===== src/rtl/deserializer_align.sv =====
// Receive aligner: shifts in the serial line, locks onto K28.5 comma boundaries
// and presents aligned 10-bit code groups while LOCKED.
module deserializer_align #(
  parameter int unsigned SYNC_COMMAS = 3,
  parameter int unsigned LOSS_THRESH = 4,
  parameter logic [9:0]  COMMA_N     = 10'b0011111010,
  parameter logic [9:0]  COMMA_P     = 10'b1100000101
) (
  input  logic       clk,
  input  logic       i_rst_n,
  input  logic       i_bit_en,
  input  logic       i_ser_data,
  output logic [9:0] o_10b,
  output logic       o_valid,
  output logic       o_is_comma,
  output logic       o_aligned,
  output logic       o_align_err,
  output logic [1:0] o_state
);

  typedef enum logic [1:0] {
    HUNT   = 2'b00,
    SYNC   = 2'b01,
    LOCKED = 2'b10
  } state_t;

  localparam logic [3:0] SYNC_N = 4'(SYNC_COMMAS);
  localparam logic [3:0] LOSS_N = 4'(LOSS_THRESH);

  state_t     state_r, state_s;
  logic [9:0] sr_r, sr_s;
  logic [3:0] bit_cnt_r, bit_cnt_s;
  logic [3:0] comma_cnt_r, comma_cnt_s;
  logic [3:0] err_cnt_r, err_cnt_s;
  logic [9:0] data_r, data_s;
  logic       valid_r, valid_s;
  logic       is_comma_r, is_comma_s;
  logic       aligned_r, aligned_s;
  logic       align_err_r, align_err_s;

  logic [9:0] win_s;
  logic       is_c_s;
  logic       boundary_s;
  logic [3:0] comma_inc_s;
  logic [3:0] err_inc_s;

  assign win_s       = {i_ser_data, sr_r[9:1]};
  assign is_c_s      = (win_s == COMMA_N) || (win_s == COMMA_P);
  assign boundary_s  = (bit_cnt_r == 4'd9);
  assign comma_inc_s = comma_cnt_r + 4'd1;
  assign err_inc_s   = err_cnt_r + 4'd1;

  // Next-state and next-output computation for the alignment FSM
  always_comb begin
    state_s     = state_r;
    sr_s        = sr_r;
    bit_cnt_s   = bit_cnt_r;
    comma_cnt_s = comma_cnt_r;
    err_cnt_s   = err_cnt_r;
    data_s      = data_r;
    valid_s     = 1'b0;
    is_comma_s  = is_comma_r;
    aligned_s   = aligned_r;
    align_err_s = 1'b0;
    if (i_bit_en) begin
      sr_s      = win_s;
      bit_cnt_s = boundary_s ? 4'd0 : (bit_cnt_r + 4'd1);
      case (state_r)
        HUNT: begin
          if (is_c_s) begin
            bit_cnt_s   = 4'd0;
            comma_cnt_s = 4'd1;
            state_s     = SYNC;
          end else begin
            state_s = HUNT;
          end
        end
        SYNC: begin
          if (boundary_s && is_c_s) begin
            comma_cnt_s = comma_inc_s;
            if (comma_inc_s >= SYNC_N) begin
              state_s   = LOCKED;
              err_cnt_s = 4'd0;
              aligned_s = 1'b1;
            end else begin
              state_s = SYNC;
            end
          end else if (!boundary_s && is_c_s) begin
            // Comma on a new phase: restart the count from this comma
            bit_cnt_s   = 4'd0;
            comma_cnt_s = 4'd1;
            align_err_s = 1'b1;
          end else begin
            state_s = SYNC;
          end
        end
        LOCKED: begin
          if (boundary_s) begin
            data_s     = win_s;
            valid_s    = 1'b1;
            is_comma_s = is_c_s;
            if (is_c_s) begin
              err_cnt_s = 4'd0;
            end else begin
              err_cnt_s = err_cnt_r;
            end
          end else if (is_c_s) begin
            // Phase is kept while locked; only count the disagreement
            align_err_s = 1'b1;
            if (err_inc_s >= LOSS_N) begin
              state_s     = HUNT;
              aligned_s   = 1'b0;
              comma_cnt_s = 4'd0;
              err_cnt_s   = 4'd0;
            end else begin
              err_cnt_s = err_inc_s;
            end
          end else begin
            state_s = LOCKED;
          end
        end
        default: begin
          state_s     = HUNT;
          aligned_s   = 1'b0;
          comma_cnt_s = 4'd0;
          err_cnt_s   = 4'd0;
        end
      endcase
    end else begin
      state_s = state_r;
    end
  end

  // State and output registers with synchronous active-low reset
  always_ff @(posedge clk) begin
    if (!i_rst_n) begin
      state_r     <= HUNT;
      sr_r        <= 10'd0;
      bit_cnt_r   <= 4'd0;
      comma_cnt_r <= 4'd0;
      err_cnt_r   <= 4'd0;
      data_r      <= 10'd0;
      valid_r     <= 1'b0;
      is_comma_r  <= 1'b0;
      aligned_r   <= 1'b0;
      align_err_r <= 1'b0;
    end else begin
      state_r     <= state_s;
      sr_r        <= sr_s;
      bit_cnt_r   <= bit_cnt_s;
      comma_cnt_r <= comma_cnt_s;
      err_cnt_r   <= err_cnt_s;
      data_r      <= data_s;
      valid_r     <= valid_s;
      is_comma_r  <= is_comma_s;
      aligned_r   <= aligned_s;
      align_err_r <= align_err_s;
    end
  end

  assign o_10b       = data_r;
  assign o_valid     = valid_r;
  assign o_is_comma  = is_comma_r;
  assign o_aligned   = aligned_r;
  assign o_align_err = align_err_r;
  assign o_state     = state_r;

endmodule


===== config.mk =====
export PLATFORM = sky130hd
export DESIGN_NAME = deserializer_align
export DESIGN_NICKNAME = d
export VERILOG_FILES = /design/src/rtl/deserializer_align.sv
export SDC_FILE = /design/constraint.sdc
export NUM_CORES = 1
export LEC_CHECK = 0
export ABC_AREA = 1
export CAP_MARGIN = 10
export CORE_UTILIZATION = 56
export CTS_CLUSTER_DIAMETER = 40
export CTS_CLUSTER_SIZE = 24
export DETAILED_ROUTE_END_ITERATION = 10
export PLACE_DENSITY = 0.79
export SLEW_MARGIN = 0
export SYNTH_ARGS = -nofsm -noshare
export SYNTH_HDL_FRONTEND = slang
export SYNTH_SLANG_ARGS = --single-unit

===== constraint.sdc =====
create_clock -name clk -period 2.2 [get_ports clk]
set_clock_uncertainty 0.1 [all_clocks]
set_input_delay 0.44 -clock clk [delete_from_list [all_inputs] [get_ports clk]]
set_output_delay 0.44 -clock clk [all_outputs]
set_load 0.01 [all_outputs]

==> impl_metrics.toml <==
[place]
place_congestion = 0.921
io_buffers = 19
hpwl_mm = 2.80

[setup_path]
cp_data_arrival_time_ps = 1330
cp_cell_sequence = "clkdlybuf4s50_1"
crit_fanout = 5
crit_required_ps = 1660
cp_slowest_stage_delay_ps = 570
crit_path_start_kind = "flop"
setup.worst_path.class = "reg -> out"
crit_path_top_delay_cell = "clkdlybuf4s50_1"
endpoint_kind = "primary output"
cp_top_family = "buffers and inverters"
critical_path_buf_inv_count = 1

[die]
rows = 20
die_w_um = 60.3
core_mm2 = 0.00313
start_util_pct = 60.8
die_h_um = 60.3
num_io_pins = 20
die_area_mm2 = 0.00363

[clocking]
clk_latency_ps = 350
cts_resized = 0
cts_hold_buf = 0
ctsLongestPathBuffers = 2
numCtsBuffers = 5
numClockSinks = 37
cts_tree = "done"
cts_setup_buffers = 0
htree_levels = 2
clk_pin_slew_ps = 100
cts_root_buf = "clkbuf_4"

[pwr]
p_leak_nw = 0.868
vdd_drop_max_mv = 0.406
power_mw = 1.12
p_per_area_mw_per_mm2 = 513

[sta]
grt_setup_unrepaired = "no"
fin_crit_sh_pct = 84.9
finalHoldViolations = 0
min_period_ps = 1870
max_slew_margin_pct = 77.7
fin_tns_setup_ps = 0
setup_violations = 0
timing.fmax_mhz = 535
tightest_slew_ps = 334
slew_violations = 0

[detailed_routing]
firstDrtPassIters = 4
route.detailed.drc = 0
drt_iter0_drc = 117
viasPerCell = 5.15
detail_route.wirelength_mm = 3.72
wl_per_cell_um = 11.9
final_antenna_net_count = 0
vias = 1617

[finish]
num-nets-final = 282
fin_util_pct = 69.9
multiInputGateArea_um2 = 977
area_growth_syn_to_layout_pct = 14.9
fillerInstances = 280
diodes = 0
register_area_um2 = 741
drive_above_1_share_pct = 20.0

[global_routing]
grt_overflow = 0
grt_pass1_wl_mm = 6.18
grt_max_degree = 27
groute.usage.overall_pct = 23.4
antenna_found_initial = 0
first_global_vias = 1385

[synth]
netlist_top_cells_area = "dfxtp_1 39%, nand2_1 7.3%, ha_1 5.9%"
ys_types = 28
synth_area_per_cell_um2 = 7.70
ys_warn_count = 0
synth_common_cells = "37 x dfxtp_1, 37 x nand2_1, 28 x inv_1, 20 x a21oi_1, 19 x nand3_1"
yosys.area.top_type = "dfxtp_1"
syn_inst = 247
synth_top_area_share_pct = 38.9
async_flop_share_pct = 0
synthFlopType = "dfxtp_1"
syn_area_mm2 = 0.00190
synth-edff-count = 0
synth-seq-cells = 37
ys_seq_area_share_pct = 38.9
synth.net_count = 260

[status]
outcome = "complete, no violations"

[hold_path]
hold_class = "reg -> reg"

[run]
maxCapViolCount = 0
-- layout make-up --
cell class | instances | area share, %
Inverter | 39 | 6.81
Tap cell | 44 | 2.52
Sequential cell | 37 | 33.9
Clock buffer | 6 | 1.89
Timing Repair Buffer | 22 | 9.73
Clock inverter | 2 | 0.458
Multi-Input combinational cell | 164 | 44.7
-- worst register-to-register path, stage by stage, from the launching register on --
cell     delay, ps
dfxtp_1        410
inv_1           90
ha_1           290
inv_1          200
nor2_2          70
nor2_1         240
nand3_2        170
nand2_1         90
a21oi_1         70
-- stage by stage --
stage                     worst slack (ps)  std cells  hold WS [ps]  cell area (µm²)
after detailed placement               119        306           352             2130
after CTS                              307        314           368             2190
after floorplan                        569        247           347             1900
after global placement                 149        306           350             2130
final                                  331        314           366             2190
after global routing                   167        314           393             2190
-- sequential cells by signal (all words and copies together), names as in the netlist --
| signal | cells |
|---|---|
| comma_cnt_r | 4 |
| o_valid | 1 |
| o_align_err | 1 |
| err_cnt_r | 4 |
| o_is_comma | 1 |
| bit_cnt_r | 4 |
| o_10b | 10 |
| o_state | 2 |
| o_aligned | 1 |
| sr_r | 9 |
-- where the power goes --
| group | internal [mW] | switching [mW] |
|---|---|---|
| clock | 0.122 | 0.222 |
| combinational | 0.0288 | 0.0535 |
| sequential | 0.684 | 0.0128 |
-- worst paths after layout --
path	startpoint	to	slack, ps	depth (start not counted)
worst max-delay path	o_state[0]	o_state[0]	330	1
worst min-delay path	o_aligned	o_aligned	370	2
worst max register to register	o_state[1]	err_cnt_r[0]	350	8
worst min register to register	o_aligned	o_aligned	370	2
-- layout by cell type (no fill, tap or decap), drive strengths merged --
master         count
nand2             45
inv               39
dfxtp             37
nor2              27
nand3             23
a21oi             22
o21ai             22
clkdlybuf4s50     19
ha                 9
nand4              6
clkbuf             6
nor3               5
buf                3
o2111ai            2
or2                2
clkinv             2
xor2               1
-- metal layers --
metal  vias to the layer above  GRT usage (%)  wire length (µm)
li1                        846              -                 -
met1                       727           31.8              1870
met2                        37           34.7              1620
met3                         7           6.06               153
met4                         0           9.97                72
met5                         -              0                 0
-- cells by family (layout without fill, tap and decap cells) --
logic type	Yosys count	count (layout)	share of synthesized area (%)
AO/OA/AOI/OAI	46	46	14.1
AND/OR/NAND/NOR	108	108	30.9
flip-flops	37	37	38.9
XOR/XNOR	1	1	0.461
adder cells (fa/ha/maj)	9	9	5.92
buffers and inverters	46	69	9.67
No activity file was read; power rests on OpenSTA's default activity.
